[src/rtl/cafeteira_pkg.sv]
// rtl/cafeteira_pkg.sv - shared types, constants and status-byte packing for the ESP status link
package cafeteira_pkg;

  localparam logic [7:0] HEADER_ESP = 8'hA5;

  // Bit positions of each field inside the status byte
  localparam int BIT_ESTADO_LSB  = 4;
  localparam int BIT_ERRO_AGUA   = 3;
  localparam int BIT_ERRO_XICARA = 2;
  localparam int BIT_EBULIDOR    = 1;
  localparam int BIT_VALVULA     = 0;

  typedef logic [3:0] estado_cafeteira_t;
  typedef logic [2:0] estado_tx_t;

  localparam estado_tx_t OCIOSO  = 3'd0;
  localparam estado_tx_t CARREGA = 3'd1;
  localparam estado_tx_t ENVIA0  = 3'd2;
  localparam estado_tx_t ENVIA1  = 3'd3;
  localparam estado_tx_t ENVIA2  = 3'd4;
  localparam estado_tx_t FIM     = 3'd5;

  function automatic logic [7:0] monta_status(
    input estado_cafeteira_t estado,
    input logic              erro_sem_agua,
    input logic              erro_sem_xicara,
    input logic              ebulidor,
    input logic              valvula
  );
    logic [7:0] s;
    s = '0;
    s[BIT_ESTADO_LSB +: 4] = estado;
    s[BIT_ERRO_AGUA]       = erro_sem_agua;
    s[BIT_ERRO_XICARA]     = erro_sem_xicara;
    s[BIT_EBULIDOR]        = ebulidor;
    s[BIT_VALVULA]         = valvula;
    return s;
  endfunction

endpackage

[src/rtl/transmissor_status_esp_if.sv]
// rtl/transmissor_status_esp_if.sv - status inputs and serial outputs of the ESP status transmitter
interface transmissor_status_esp_if;
  import cafeteira_pkg::*;

  logic              enviar;
  estado_cafeteira_t estado;
  logic              erro_sem_agua;
  logic              erro_sem_xicara;
  logic              ebulidor;
  logic              valvula;
  logic              tx_esp;
  logic              ocupado;
  logic              fim_envio;

  modport master (
    output enviar, estado, erro_sem_agua, erro_sem_xicara, ebulidor, valvula,
    input  tx_esp, ocupado, fim_envio
  );

  modport slave (
    input  enviar, estado, erro_sem_agua, erro_sem_xicara, ebulidor, valvula,
    output tx_esp, ocupado, fim_envio
  );

endinterface

[src/rtl/uart_tx_8n1.sv]
// rtl/uart_tx_8n1.sv - 8N1 byte serializer, LSB first; accepts the next byte in the last stop-bit cycle
module uart_tx_8n1 #(
  parameter int CICLOS_BIT = 434
) (
  input  logic       clock,
  input  logic       reset,
  input  logic       partida,
  input  logic [7:0] dado,
  output logic       tx,
  output logic       ocupado,
  output logic       pronto
);

  localparam int W = (CICLOS_BIT > 1) ? $clog2(CICLOS_BIT) : 1;
  localparam logic [W-1:0] CNT_MAX = W'(CICLOS_BIT - 1);

  logic [W-1:0] r_cnt;
  logic [3:0]   r_bit;
  logic [8:0]   r_shift;
  logic         r_tx;
  logic         r_ocupado;
  logic         w_fim_bit;
  logic         w_ultimo;

  assign w_fim_bit = (r_cnt == '0);
  // Last cycle of the stop bit: a new byte loaded here starts with no idle gap
  assign w_ultimo  = r_ocupado && w_fim_bit && (r_bit == 4'd9);

  always_ff @(posedge clock or posedge reset) begin
    if (reset) begin
      r_tx      <= 1'b1;
      r_ocupado <= 1'b0;
      r_cnt     <= '0;
      r_bit     <= '0;
      r_shift   <= '1;
    end else if ((!r_ocupado || w_ultimo) && partida) begin
      r_tx      <= 1'b0;
      r_ocupado <= 1'b1;
      r_cnt     <= CNT_MAX;
      r_bit     <= '0;
      r_shift   <= {1'b1, dado};
    end else if (w_ultimo) begin
      r_tx      <= 1'b1;
      r_ocupado <= 1'b0;
    end else if (r_ocupado) begin
      if (w_fim_bit) begin
        r_cnt   <= CNT_MAX;
        r_bit   <= r_bit + 4'd1;
        r_tx    <= r_shift[0];
        r_shift <= {1'b1, r_shift[8:1]};
      end else begin
        r_cnt <= r_cnt - W'(1);
      end
    end
  end

  assign tx      = r_tx;
  assign ocupado = r_ocupado;
  assign pronto  = w_ultimo;

endmodule

[src/rtl/transmissor_status_esp.sv]
// rtl/transmissor_status_esp.sv - frames a status snapshot as A5/status/checksum and sends it to the ESP
module transmissor_status_esp
  import cafeteira_pkg::*;
#(
  parameter int          CLOCK_HZ   = 50_000_000,
  parameter int          BAUD       = 115_200,
  parameter logic [7:0]  HEADER     = HEADER_ESP,
  parameter bit          AUTO_ENVIO = 1'b1
) (
  input  logic                     clock,
  input  logic                     reset,
  transmissor_status_esp_if.slave  bus
);

  localparam int CICLOS_BIT = CLOCK_HZ / BAUD;

  estado_tx_t r_estado;
  logic [7:0] r_snapshot;
  logic [7:0] r_ultimo_enviado;
  logic       r_pendente;

  logic [7:0] w_status;
  logic [7:0] w_dado;
  logic       w_gatilho;
  logic       w_partida;
  logic       w_uart_ocupado;
  logic       w_pronto;
  logic       w_tx;

  assign w_status  = monta_status(bus.estado, bus.erro_sem_agua, bus.erro_sem_xicara,
                                  bus.ebulidor, bus.valvula);
  assign w_gatilho = bus.enviar | (AUTO_ENVIO && (w_status != r_ultimo_enviado));

  always_ff @(posedge clock or posedge reset) begin
    if (reset) begin
      r_estado         <= OCIOSO;
      r_snapshot       <= '0;
      r_ultimo_enviado <= '0;
      r_pendente       <= 1'b0;
    end else begin
      case (r_estado)
        OCIOSO: if (w_gatilho) r_estado <= CARREGA;
        // The status seen here is the one latched, so only a new enviar is pending
        CARREGA: begin
          r_snapshot       <= w_status;
          r_ultimo_enviado <= w_status;
          r_pendente       <= bus.enviar;
          r_estado         <= ENVIA0;
        end
        ENVIA0: begin
          if (w_gatilho) r_pendente <= 1'b1;
          if (w_pronto)  r_estado   <= ENVIA1;
        end
        ENVIA1: begin
          if (w_gatilho) r_pendente <= 1'b1;
          if (w_pronto)  r_estado   <= ENVIA2;
        end
        ENVIA2: begin
          if (w_gatilho) r_pendente <= 1'b1;
          if (w_pronto)  r_estado   <= FIM;
        end
        FIM: begin
          r_pendente <= 1'b0;
          r_estado   <= (r_pendente || w_gatilho) ? CARREGA : OCIOSO;
        end
        default: r_estado <= OCIOSO;
      endcase
    end
  end

  // Header starts from an idle UART; later bytes chain on the stop-bit end
  assign w_partida = ((r_estado == ENVIA0) && !w_uart_ocupado) ||
                     (w_pronto && ((r_estado == ENVIA0) || (r_estado == ENVIA1)));

  always_comb begin
    w_dado = HEADER ^ r_snapshot;
    if (r_estado == ENVIA0) w_dado = w_uart_ocupado ? r_snapshot : HEADER;
  end

  uart_tx_8n1 #(.CICLOS_BIT(CICLOS_BIT)) u_uart (
    .clock   (clock),
    .reset   (reset),
    .partida (w_partida),
    .dado    (w_dado),
    .tx      (w_tx),
    .ocupado (w_uart_ocupado),
    .pronto  (w_pronto)
  );

  assign bus.tx_esp    = w_tx;
  assign bus.ocupado   = (r_estado != OCIOSO) && (r_estado != FIM);
  assign bus.fim_envio = (r_estado == FIM);

endmodule

[src/flat_wrapper.sv]
// flat-port wrapper written by rule: the top's interface ports become plain ports
module transmissor_status_esp_flat import cafeteira_pkg::*;
#(
  parameter int          CLOCK_HZ   = 50_000_000,
  parameter int          BAUD       = 115_200,
  parameter logic [7:0]  HEADER     = HEADER_ESP,
  parameter bit          AUTO_ENVIO = 1'b1
)
  (clock, reset, bus_enviar, bus_estado, bus_erro_sem_agua, bus_erro_sem_xicara, bus_ebulidor, bus_valvula, bus_tx_esp, bus_ocupado, bus_fim_envio);
  transmissor_status_esp_if bus_i ();
  input  logic clock;
  input  logic reset;
  input wire logic [$bits(bus_i.enviar)-1:0] bus_enviar;
  input wire logic [$bits(bus_i.estado)-1:0] bus_estado;
  input wire logic [$bits(bus_i.erro_sem_agua)-1:0] bus_erro_sem_agua;
  input wire logic [$bits(bus_i.erro_sem_xicara)-1:0] bus_erro_sem_xicara;
  input wire logic [$bits(bus_i.ebulidor)-1:0] bus_ebulidor;
  input wire logic [$bits(bus_i.valvula)-1:0] bus_valvula;
  output wire logic [$bits(bus_i.tx_esp)-1:0] bus_tx_esp;
  output wire logic [$bits(bus_i.ocupado)-1:0] bus_ocupado;
  output wire logic [$bits(bus_i.fim_envio)-1:0] bus_fim_envio;
  assign bus_i.enviar = bus_enviar;
  assign bus_i.estado = bus_estado;
  assign bus_i.erro_sem_agua = bus_erro_sem_agua;
  assign bus_i.erro_sem_xicara = bus_erro_sem_xicara;
  assign bus_i.ebulidor = bus_ebulidor;
  assign bus_i.valvula = bus_valvula;
  assign bus_tx_esp = bus_i.tx_esp;
  assign bus_ocupado = bus_i.ocupado;
  assign bus_fim_envio = bus_i.fim_envio;
  transmissor_status_esp #(.CLOCK_HZ(CLOCK_HZ), .BAUD(BAUD), .HEADER(HEADER), .AUTO_ENVIO(AUTO_ENVIO)) u_core (.clock(clock), .reset(reset), .bus(bus_i));
endmodule
[config.mk]
export PLATFORM = sky130hd
export DESIGN_NAME = transmissor_status_esp_flat
export DESIGN_NICKNAME = d
export VERILOG_FILES = /design/src/rtl/cafeteira_pkg.sv /design/src/rtl/transmissor_status_esp_if.sv /design/src/rtl/uart_tx_8n1.sv /design/src/rtl/transmissor_status_esp.sv /design/src/flat_wrapper.sv
export SDC_FILE = /design/constraint.sdc
export NUM_CORES = 1
export LEC_CHECK = 0
export BUFFER_PORTS_ARGS = -buffer_cell sky130_fd_sc_hd__buf_2
export CORE_ASPECT_RATIO = 1.1
export CORE_MARGIN = 10
export CORE_UTILIZATION = 25
export DETAILED_ROUTE_END_ITERATION = 12
export PLACE_DENSITY_LB_ADDON = 0.05
export SYNTH_ARGS = -nofsm -noshare
export SYNTH_HDL_FRONTEND = slang
export SYNTH_HIERARCHICAL = 1
export SYNTH_SLANG_ARGS = --single-unit
[constraint.sdc]
create_clock -name clock -period 8 [get_ports clock]
set_input_delay 2 -clock clock [delete_from_list [all_inputs] [get_ports clock]]
set_output_delay 2 -clock clock [all_outputs]
set_load 0.005 [all_outputs]
## After elaboration in Yosys (flattened, before gate mapping)

Cells that the tools add are included.

- Bitwise logic cells: 2
- Add/subtract/negate cells: 2
- Reduce and logical (&&, ||, !) cells: 26
- Equality and inequality tests: 14
- Mux-type cells: 28

Operator list:

| operator | count |
|---|---|
| $mux 9 | 8 |
| $pmux 3 s6 | 1 |
| $mux 4 | 4 |
| $mux 8 | 2 |
| $mux 3 | 4 |
| $reduce_bool 3->1 | 4 |
| $logic_not 9->1 | 1 |
| $sub 9x1->9 const B | 1 |
| $mux 1 | 8 |
| $ne 8x8->1 | 1 |
| $eq 3x2->1 const B | 2 |
| $eq 3x3->1 const B | 2 |
| $logic_and 1x1->1 | 6 |
| $ne 2x1->1 const B | 3 |
| $ne 2x2->1 const B | 3 |
| $reduce_and 2->1 | 3 |
| $reduce_bool 2->1 | 3 |
| $add 4x1->4 const B | 1 |
| $eq 4x4->1 const B | 1 |
| $logic_or 1x1->1 | 4 |
| $not 4->4 | 1 |
| $reduce_and 4->1 | 1 |
| $eq 3x1->1 const B | 1 |
| $logic_not 3->1 | 1 |
| other kinds (6) | 6 |

- Output and inout port bits: 3
- Word-level logic and storage cells: 80
- Bits in registers: 36
- Bits of input ports: 11

## Depth between registers and ports, before layout

Gate-level depths: netlist of the first run.

- Depth after elaboration: 8
- Depth in mapped cells: 10

## Modules after synthesis

Netlist of the first run, hierarchy kept.

By module, submodules not included:

| module | cells each | instances | area each (um^2) |
|---|---|---|---|
| uart_tx_8n1 | 122 | 1 | 1,316.3 |
| transmissor_status_esp | 80 | 1 | 758.2 |

## Worst setup path after synthesis of the first run

No wires, ideal clock.

- Path kind: input to register
- Start: input port bus_estado[1]
- End: register u_core.r_estado[0]
- Setup time: 0.126 ns
- Required time: 7.874 ns
- Slack: 4.987 ns
- Cell stages on the path: 4
- Arrival: 2.887 ns
- Path through: xor2_1 -> nor4_4 -> nand3_1 -> a221o_1

- Cells in the longest elaborated chain, start to end: 5
- Elaborated cells on any way between the ends: 7

Ends and longest elaborated chain:

| element | RTL line | text |
|---|---|---|
| start, declared | flat_wrapper.sv:14 | `input wire logic [$bits(bus_i.estado)-1:0] bus_estado;` |
| $ne 8x8->1 (*) | transmissor_status_esp.sv:32 | `assign w_gatilho = bus.enviar \| (AUTO_ENVIO && (w_status != r_ultimo_enviado));` |
| $or 1x1->1 (*) | transmissor_status_esp.sv:32 |  |
| $logic_or 1x1->1 | transmissor_status_esp.sv:64 | `r_estado <= (r_pendente \|\| w_gatilho) ? CARREGA : OCIOSO;` |
| $mux 1 | transmissor_status_esp.sv:64 |  |
| $pmux 3 s6 | transmissor_status_esp.sv:41 | `case (r_estado)` |
| end signal, assigned | transmissor_status_esp.sv:64 |  |
| end, declared | transmissor_status_esp.sv:17 | `estado_tx_t r_estado;` |

Every way passes the cells marked *; elsewhere a longest branch is shown, timed or not.
A chain may end at the register's enable or synchronous reset.

## Worst setup path in the final report of the first run

- Start: register u_core.r_estado[0]
- End: output port bus_ocupado

- Cells in the longest elaborated chain, start to end: 2
- Elaborated cells on any way between the ends: 3

Ends and longest elaborated chain:

| element | RTL line | text |
|---|---|---|
| $ne 3x3->1 / $reduce_bool 3->1 (equally long branches) | transmissor_status_esp.sv:91 | `assign bus.ocupado = (r_estado != OCIOSO) && (r_estado != FIM);` |
| $logic_and 1x1->1 (*) | transmissor_status_esp.sv:91 |  |
| end, declared | flat_wrapper.sv:20 | `output wire logic [$bits(bus_i.ocupado)-1:0] bus_ocupado;` |

Marked as above.

==> reports/metrics.cfg, run 1 <==
[sta]
setup-violations-final=0
tightest_slew_ps=965
relSlewSlack_pct=35.6
finalCritPeriodShare_pct=41.1
fin_ws_ps=4720
clock.fmax_mhz=304
min_period_ps=3280
drv_slew=0
whs_ps=546
final_hold_viol_count=0
skew_ps=9.68
rsz0062_at_grt=no
tns_ps=0

[worst_setup_path]
crit_fanout=11
critPathCaptureType=output pin
critPathMaxStageDelay_ps=540
crit_type=flip-flop to output pin
cp_slowest_cell=dfrtp_1
crit_arrival_ps=1280
crit_required_ps=6000
cp-start-kind=flip-flop
crit_chain=inv_1 > nand2_1 > nand3b_1 > buf_2

[grt]
antenna_found_initial=0
grt_use_total_pct=8.48
first_global_vias=1566
grt_max_degree=24
grt-ovfl-total=0
grt_pass1_wl_um=8360

[drt]
wl_per_cell_um=15.0
num_vias=1587
vias_per_cell=4.85
detail-route-antenna-nets=0
totalWireLength_um=4910
drc=0
drtIter0Drc=60
drt_first_pass_iters=4

[clocking]
clock_path_buffers=2
ctsHoldBuffers=0
cts-resized-gates=0
cts_setup_buffers=0
cts-root-buf=clkbuf_8
clk_pin_slew_ps=80
insertion_delay_ps=290
cts_made_buffers=5
htree_levels=2
cts_tree=built
cts_sinks=35

[floorplan]
die_w_um=107
core-area_mm2=0.00800
io_pins=14
rows=34
start_util_pct=25.9
chipHeight_um=116
die-area_mm2=0.0123

[synthesis]
synth_xor_area_share_pct=3.80
synth_simple_gate_area_share_pct=22.8
synth_compound_gate_area_share_pct=20.5
synth_mux_area_share_pct=4.83
synth_fa_ha_area_share_pct=1.81
ys_seq_area_share_pct=42.8
synth.distinct_cells=56
syn-instance-count=202
synth_top_family_by_area=simple AND/OR/NAND/NOR gates
synth-main-ff-cell=dfrtp_1
ys_ff_latch=35
syn_nets=216
yosysWarnings=6
async_reset_ff_share_pct=100
synth_enable_flop_cells=0
syn_area_per_cell_um2=10.3
synth_area_mm2=0.00207

[cells_and_area]
layout_common_cells=dfrtp_1, nor2_1, a21oi_1
mostFrequentLayoutCell=dfrtp_1
layout-drive-gt1-share_pct=23.7
nets=232
n_antenna_cell=0
area_growth_pct=15.1
nFillCells=868

[worst_hold_path]
hold_path.class=flip-flop to flip-flop

[placed_design]
detailed_place_hpwl_um=3670
routabilityCongestion=0.776
pre_cts_slack_ps=4700
io_buffer_count=13

[pwr]
p_per_area_mw_per_mm2=217
vdd_drop_max_v=0.0000596
total_power_uw=517
p_leak_nw=0.926

[job]
drv_cap=0

[run_status]
status=finished, final reports clean

==> critical path, delay by kind of cell (launching register included) <==
| kind | cells | cell delay, ps |
|---|---|---|
| buf+inv | 2 | 300 |
| flops | 1 | 540 |
| simple gates | 2 | 160 |
==> per-layer routing <==
metal | vias to the layer above | global-route usage [%] | share of wire [%]
li1 | 775 | - | -
met1 | 784 | 10.9 | 48
met2 | 26 | 13.2 | 48
met3 | 2 | 2.44 | 3.8
met4 | 0 | 3.16 | 0.61
met5 | - | 0 | 0
==> through the flow <==
step	util [%]	cell area (um^2)	instances
2_1_floorplan	-	2070	202
3_3_place_gp	28.1	2250	319
6_report	29.8	2390	327
5_1_grt	29.8	2390	327
4_1_cts	29.8	2390	327
3_5_place_dp	28.1	2250	319
==> cell type report <==
type / instances / area (um^2) / area share [%]
clock buffers: 5 / 68.8 / 2.88
clock inverters: 3 / 67.6 / 2.83
inverters: 11 / 41.3 / 1.73
multi-input cells: 151 / 1110 / 46.7
flip-flops and latches: 35 / 887 / 37.2
well taps: 108 / 135 / 5.66
repair buffers: 14 / 72.6 / 3.04
==> power breakdown <==
| part | internal (mW) | total [mW] | switching, mW |
|---|---|---|---|
| Clock | 0.124 | 0.193 | 0.0686 |
| Combinational | 0.0373 | 0.0750 | 0.0376 |
| Sequential | 0.206 | 0.249 | 0.0435 |
==> synthesized netlist by cell type (all sizes together), types with 2 or more instances <==
library cell  count  share of area (%)
mux2              8                4.3
o22a              2               0.84
a21oi            16                4.6
nor4b             4                2.7
nor2b             4                1.2
inv              11                2.0
nand2             7                1.3
o22ai             4                1.2
nor2             25                5.1
nor3b             2               0.72
dfrtp            26                 31
and3              2               0.60
o21bai            7                2.5
nand2b            4                1.2
and2              2               0.60
nor4              3                2.4
ha                3                1.8
buf               3               0.96
nand3b            3                1.3
clkbuf            2               0.54
a21o              3                1.1
dfstp             9                 11
o221a             7                3.8
xor2              9                3.8
nor3              4               0.97
nand3             4                1.6
o21ai             7                1.7
a31oi             2               0.60
nand4             4                1.2
==> flip-flops by register name, indices dropped and copies added (netlist names) <==
name,cells
u_core/u_uart/r_cnt,9
u_core/u_uart/ocupado,1
u_core/r_estado,3
u_core/r_pendente,1
u_core/u_uart/r_shift,8
u_core/u_uart/tx,1
u_core/r_ultimo_enviado,8
u_core/u_uart/r_bit,4
==> final timing paths <==
check	from	slack, ps	end	depth (start not counted)
setup reg to reg	u_core/u_uart/ocupado	4790	u_core/u_uart/r_cnt[5]	8
max in group asynchronous	reset	5470	u_core/u_uart/r_bit[1]	2
min in group asynchronous	reset	1730	u_core/r_ultimo_enviado[2]	2
setup / recovery	u_core/r_estado[0]	4720	bus_ocupado	4
hold / removal	u_core/u_uart/r_cnt[0]	550	u_core/u_uart/r_cnt[0]	1
hold reg to reg	u_core/u_uart/r_cnt[0]	550	u_core/u_uart/r_cnt[0]	1
==> kinds of logic after synthesis <==
family	Yosys count
simple gates	72
compound gates	58
flops	35
buf+inv	16
xor+xnor	9
mux	9
fa+ha+maj	3
(Power assumes the default switching activity.)
==> run 2: changes to the inputs <==
==> constraint.sdc (replaced) <==
create_clock -name clock -period 2.9 [get_ports clock]
set_input_delay 0.725 -clock clock [delete_from_list [all_inputs] [get_ports clock]]
set_output_delay 0.725 -clock clock [all_outputs]
set_load 0.005 [all_outputs]
==> run 2 against run 1 <==
Final cell count up 2.4%. Clock power rose to 2.7 times the previous value. Global-route usage grew 0.50 points. Wire length rose by 5.7%. Sequential cell count unchanged. Register-to-register slack worse by 4500 ps. Utilization is 0.70 points higher. Critical path depth grew 8. Cell area up 2.4%.
==> reports/metrics.cfg, run 2 (synthesized netlist as in run 1, its figures left out) <==
[sta]
rsz0062_at_grt=no
final_hold_viol_count=0  ; unchanged
clock.fmax_mhz=376
drv_slew=0  ; unchanged
setup-violations-final=0  ; unchanged
tightest_slew_ps=853  ; -112 ps
min_period_ps=2660
tns_ps=0  ; unchanged
relSlewSlack_pct=43.0  ; +7.4 points
skew_ps=12.3  ; +2.65 ps
finalCritPeriodShare_pct=91.6

[worst_setup_path]
crit_type=flip-flop to flip-flop
cp-start-kind=flip-flop
crit_arrival_ps=2860  ; +1580 ps
cpLargestDelayFamily=simple AND/OR/NAND/NOR gates
crit_chain=inv_1 > ha_1 > or4b_4 > nor4b_4 > a21oi_1 > nor2_1 > buf_4 > nor2_1 > a31oi_1 > buf_4 > a21oi_1 > a31oi_1
cp.buffers_inverters=3  ; +1
critPathMaxStageDelay_ps=530  ; about the same
r2r_cells=12  ; +4
crit_required_ps=3110  ; -2890 ps
worstReg2RegEnd=u_core/u_uart/r_cnt[4]
cp_slowest_cell=or4b_4
crit_fanout=6  ; -5
r2r_start=u_core/u_uart/r_cnt[0]
r2r_slack_ps=240  ; -4550 ps
critPathCaptureType=flip-flop

[floorplan]
chipHeight_um=116  ; unchanged
rows=34  ; unchanged
io_pins=14  ; unchanged
die_w_um=107  ; unchanged
die-area_mm2=0.0123  ; unchanged
core-area_mm2=0.00800  ; unchanged
start_util_pct=25.9  ; unchanged

[clocking]
ctsHoldBuffers=0  ; unchanged
cts-resized-gates=0  ; unchanged
htree_levels=2  ; unchanged
cts_made_buffers=5  ; unchanged
insertion_delay_ps=290  ; about the same
cts_tree=built
cts_sinks=35  ; unchanged
clk_pin_slew_ps=80  ; about the same
clock_path_buffers=2  ; unchanged
cts_setup_buffers=0  ; unchanged
cts-root-buf=clkbuf_8

[cells_and_area]
mostFrequentLayoutCell=dfrtp_1
area_growth_pct=17.8
largest_register_ffs=9  ; unchanged
n_antenna_cell=0  ; unchanged
layout-drive-gt1-share_pct=26.0  ; +2.2 points
final_util_pct=30.6  ; +0.70 points
layout_common_cells=dfrtp_1, nor2_1, a21oi_1
regMostFlops=u_core/u_uart/r_cnt
top_regs=u_core/u_uart/r_cnt: 9 flops, u_core/r_ultimo_enviado: 8 flops, u_core/u_uart/r_shift: 8 flops
nets=240  ; +3.4%

[grt]
grt_pass1_wl_um=8990  ; +7.5%
grt_use_total_pct=8.98  ; +0.50 points
first_global_vias=1692  ; +8.0%
grt-ovfl-total=0  ; unchanged
antenna_found_initial=0  ; unchanged
grt_max_degree=16  ; -33%

[pwr]
p_leak_nw=0.965  ; +4.2%
vdd_drop_max_v=0.000203  ; +240%
p_per_area_mw_per_mm2=591  ; +170%

[placed_design]
routabilityCongestion=0.807  ; +4.0%
detailed_place_hpwl_um=3870  ; +5.4%
io_buffer_count=13  ; unchanged

[drt]
num_vias=1624  ; +2.3%
drc=0  ; unchanged
wl_per_cell_um=15.5  ; +3.2%
totalWireLength_um=5190  ; +5.7%
drtIter0Drc=93  ; +55%
vias_per_cell=4.85  ; -0.11%
detail-route-antenna-nets=0  ; unchanged
drt_first_pass_iters=4  ; unchanged

[worst_hold_path]
hold_path.class=primary input to async pin

[run_status]
status=finished, final reports clean

[job]
drv_cap=0  ; unchanged

-- run 2: per-layer routing --
metal	share of wire (%)	global-route usage [%]	vias up
li1	-	-	792
met1	48	11.4	801
met2	47	14.4	22
met3	3.8	2.17	9
met4	2.0	3.52	0
met5	0	0	-
-- run 2: report_power, final --
| group | switching, mW | total, mW | internal (mW) |
|---|---|---|---|
| logic | 0.108 | 0.218 | 0.110 |
| registers | 0.127 | 0.695 | 0.568 |
| clock network | 0.186 | 0.530 | 0.344 |
| total | 0.421 | 1.44 | 1.02 |
-- run 2: per-stage QoR --
stage          setup slack (ps)  std cells  cell area [um^2]  power, mW  hold WS (ps)
4_1_cts                     216        335              2440       1.47           482
2_1_floorplan               215        202              2070      0.836           499
6_report                    243        335              2440       1.44           461
3_5_place_dp                237        327              2310      0.922           531
3_3_place_gp                309        327              2310      0.917           522
5_1_grt                    18.8        335              2440       1.53           497
-- run 2: cell type report --
class	instances	area, um^2
inverters	11	41.3
well taps	108	135
clock buffers	6	72.6
fillers	872	5550
clock inverters	2	60.1
multi-input cells	151	1110
flip-flops and latches	35	887
repair buffers	22	133
-- run 2: worst max path at each step --
stage | slack (ps) | start | cells after the start | to
after floorplan | 220 | u_core/u_uart/r_cnt[0] | 10 | u_core/u_uart/r_cnt[5]
after global placement | 310 | u_core/u_uart/r_cnt[0] | 11 | u_core/u_uart/r_shift[6]
after detailed placement | 240 | u_core/u_uart/r_cnt[0] | 11 | u_core/u_uart/r_shift[3]
after CTS | 220 | u_core/u_uart/r_cnt[0] | 11 | u_core/u_uart/r_shift[3]
after global routing | 20 | u_core/u_uart/r_cnt[0] | 12 | u_core/u_uart/r_cnt[4]
final | 240 | u_core/u_uart/r_cnt[0] | 12 | u_core/u_uart/r_cnt[4]
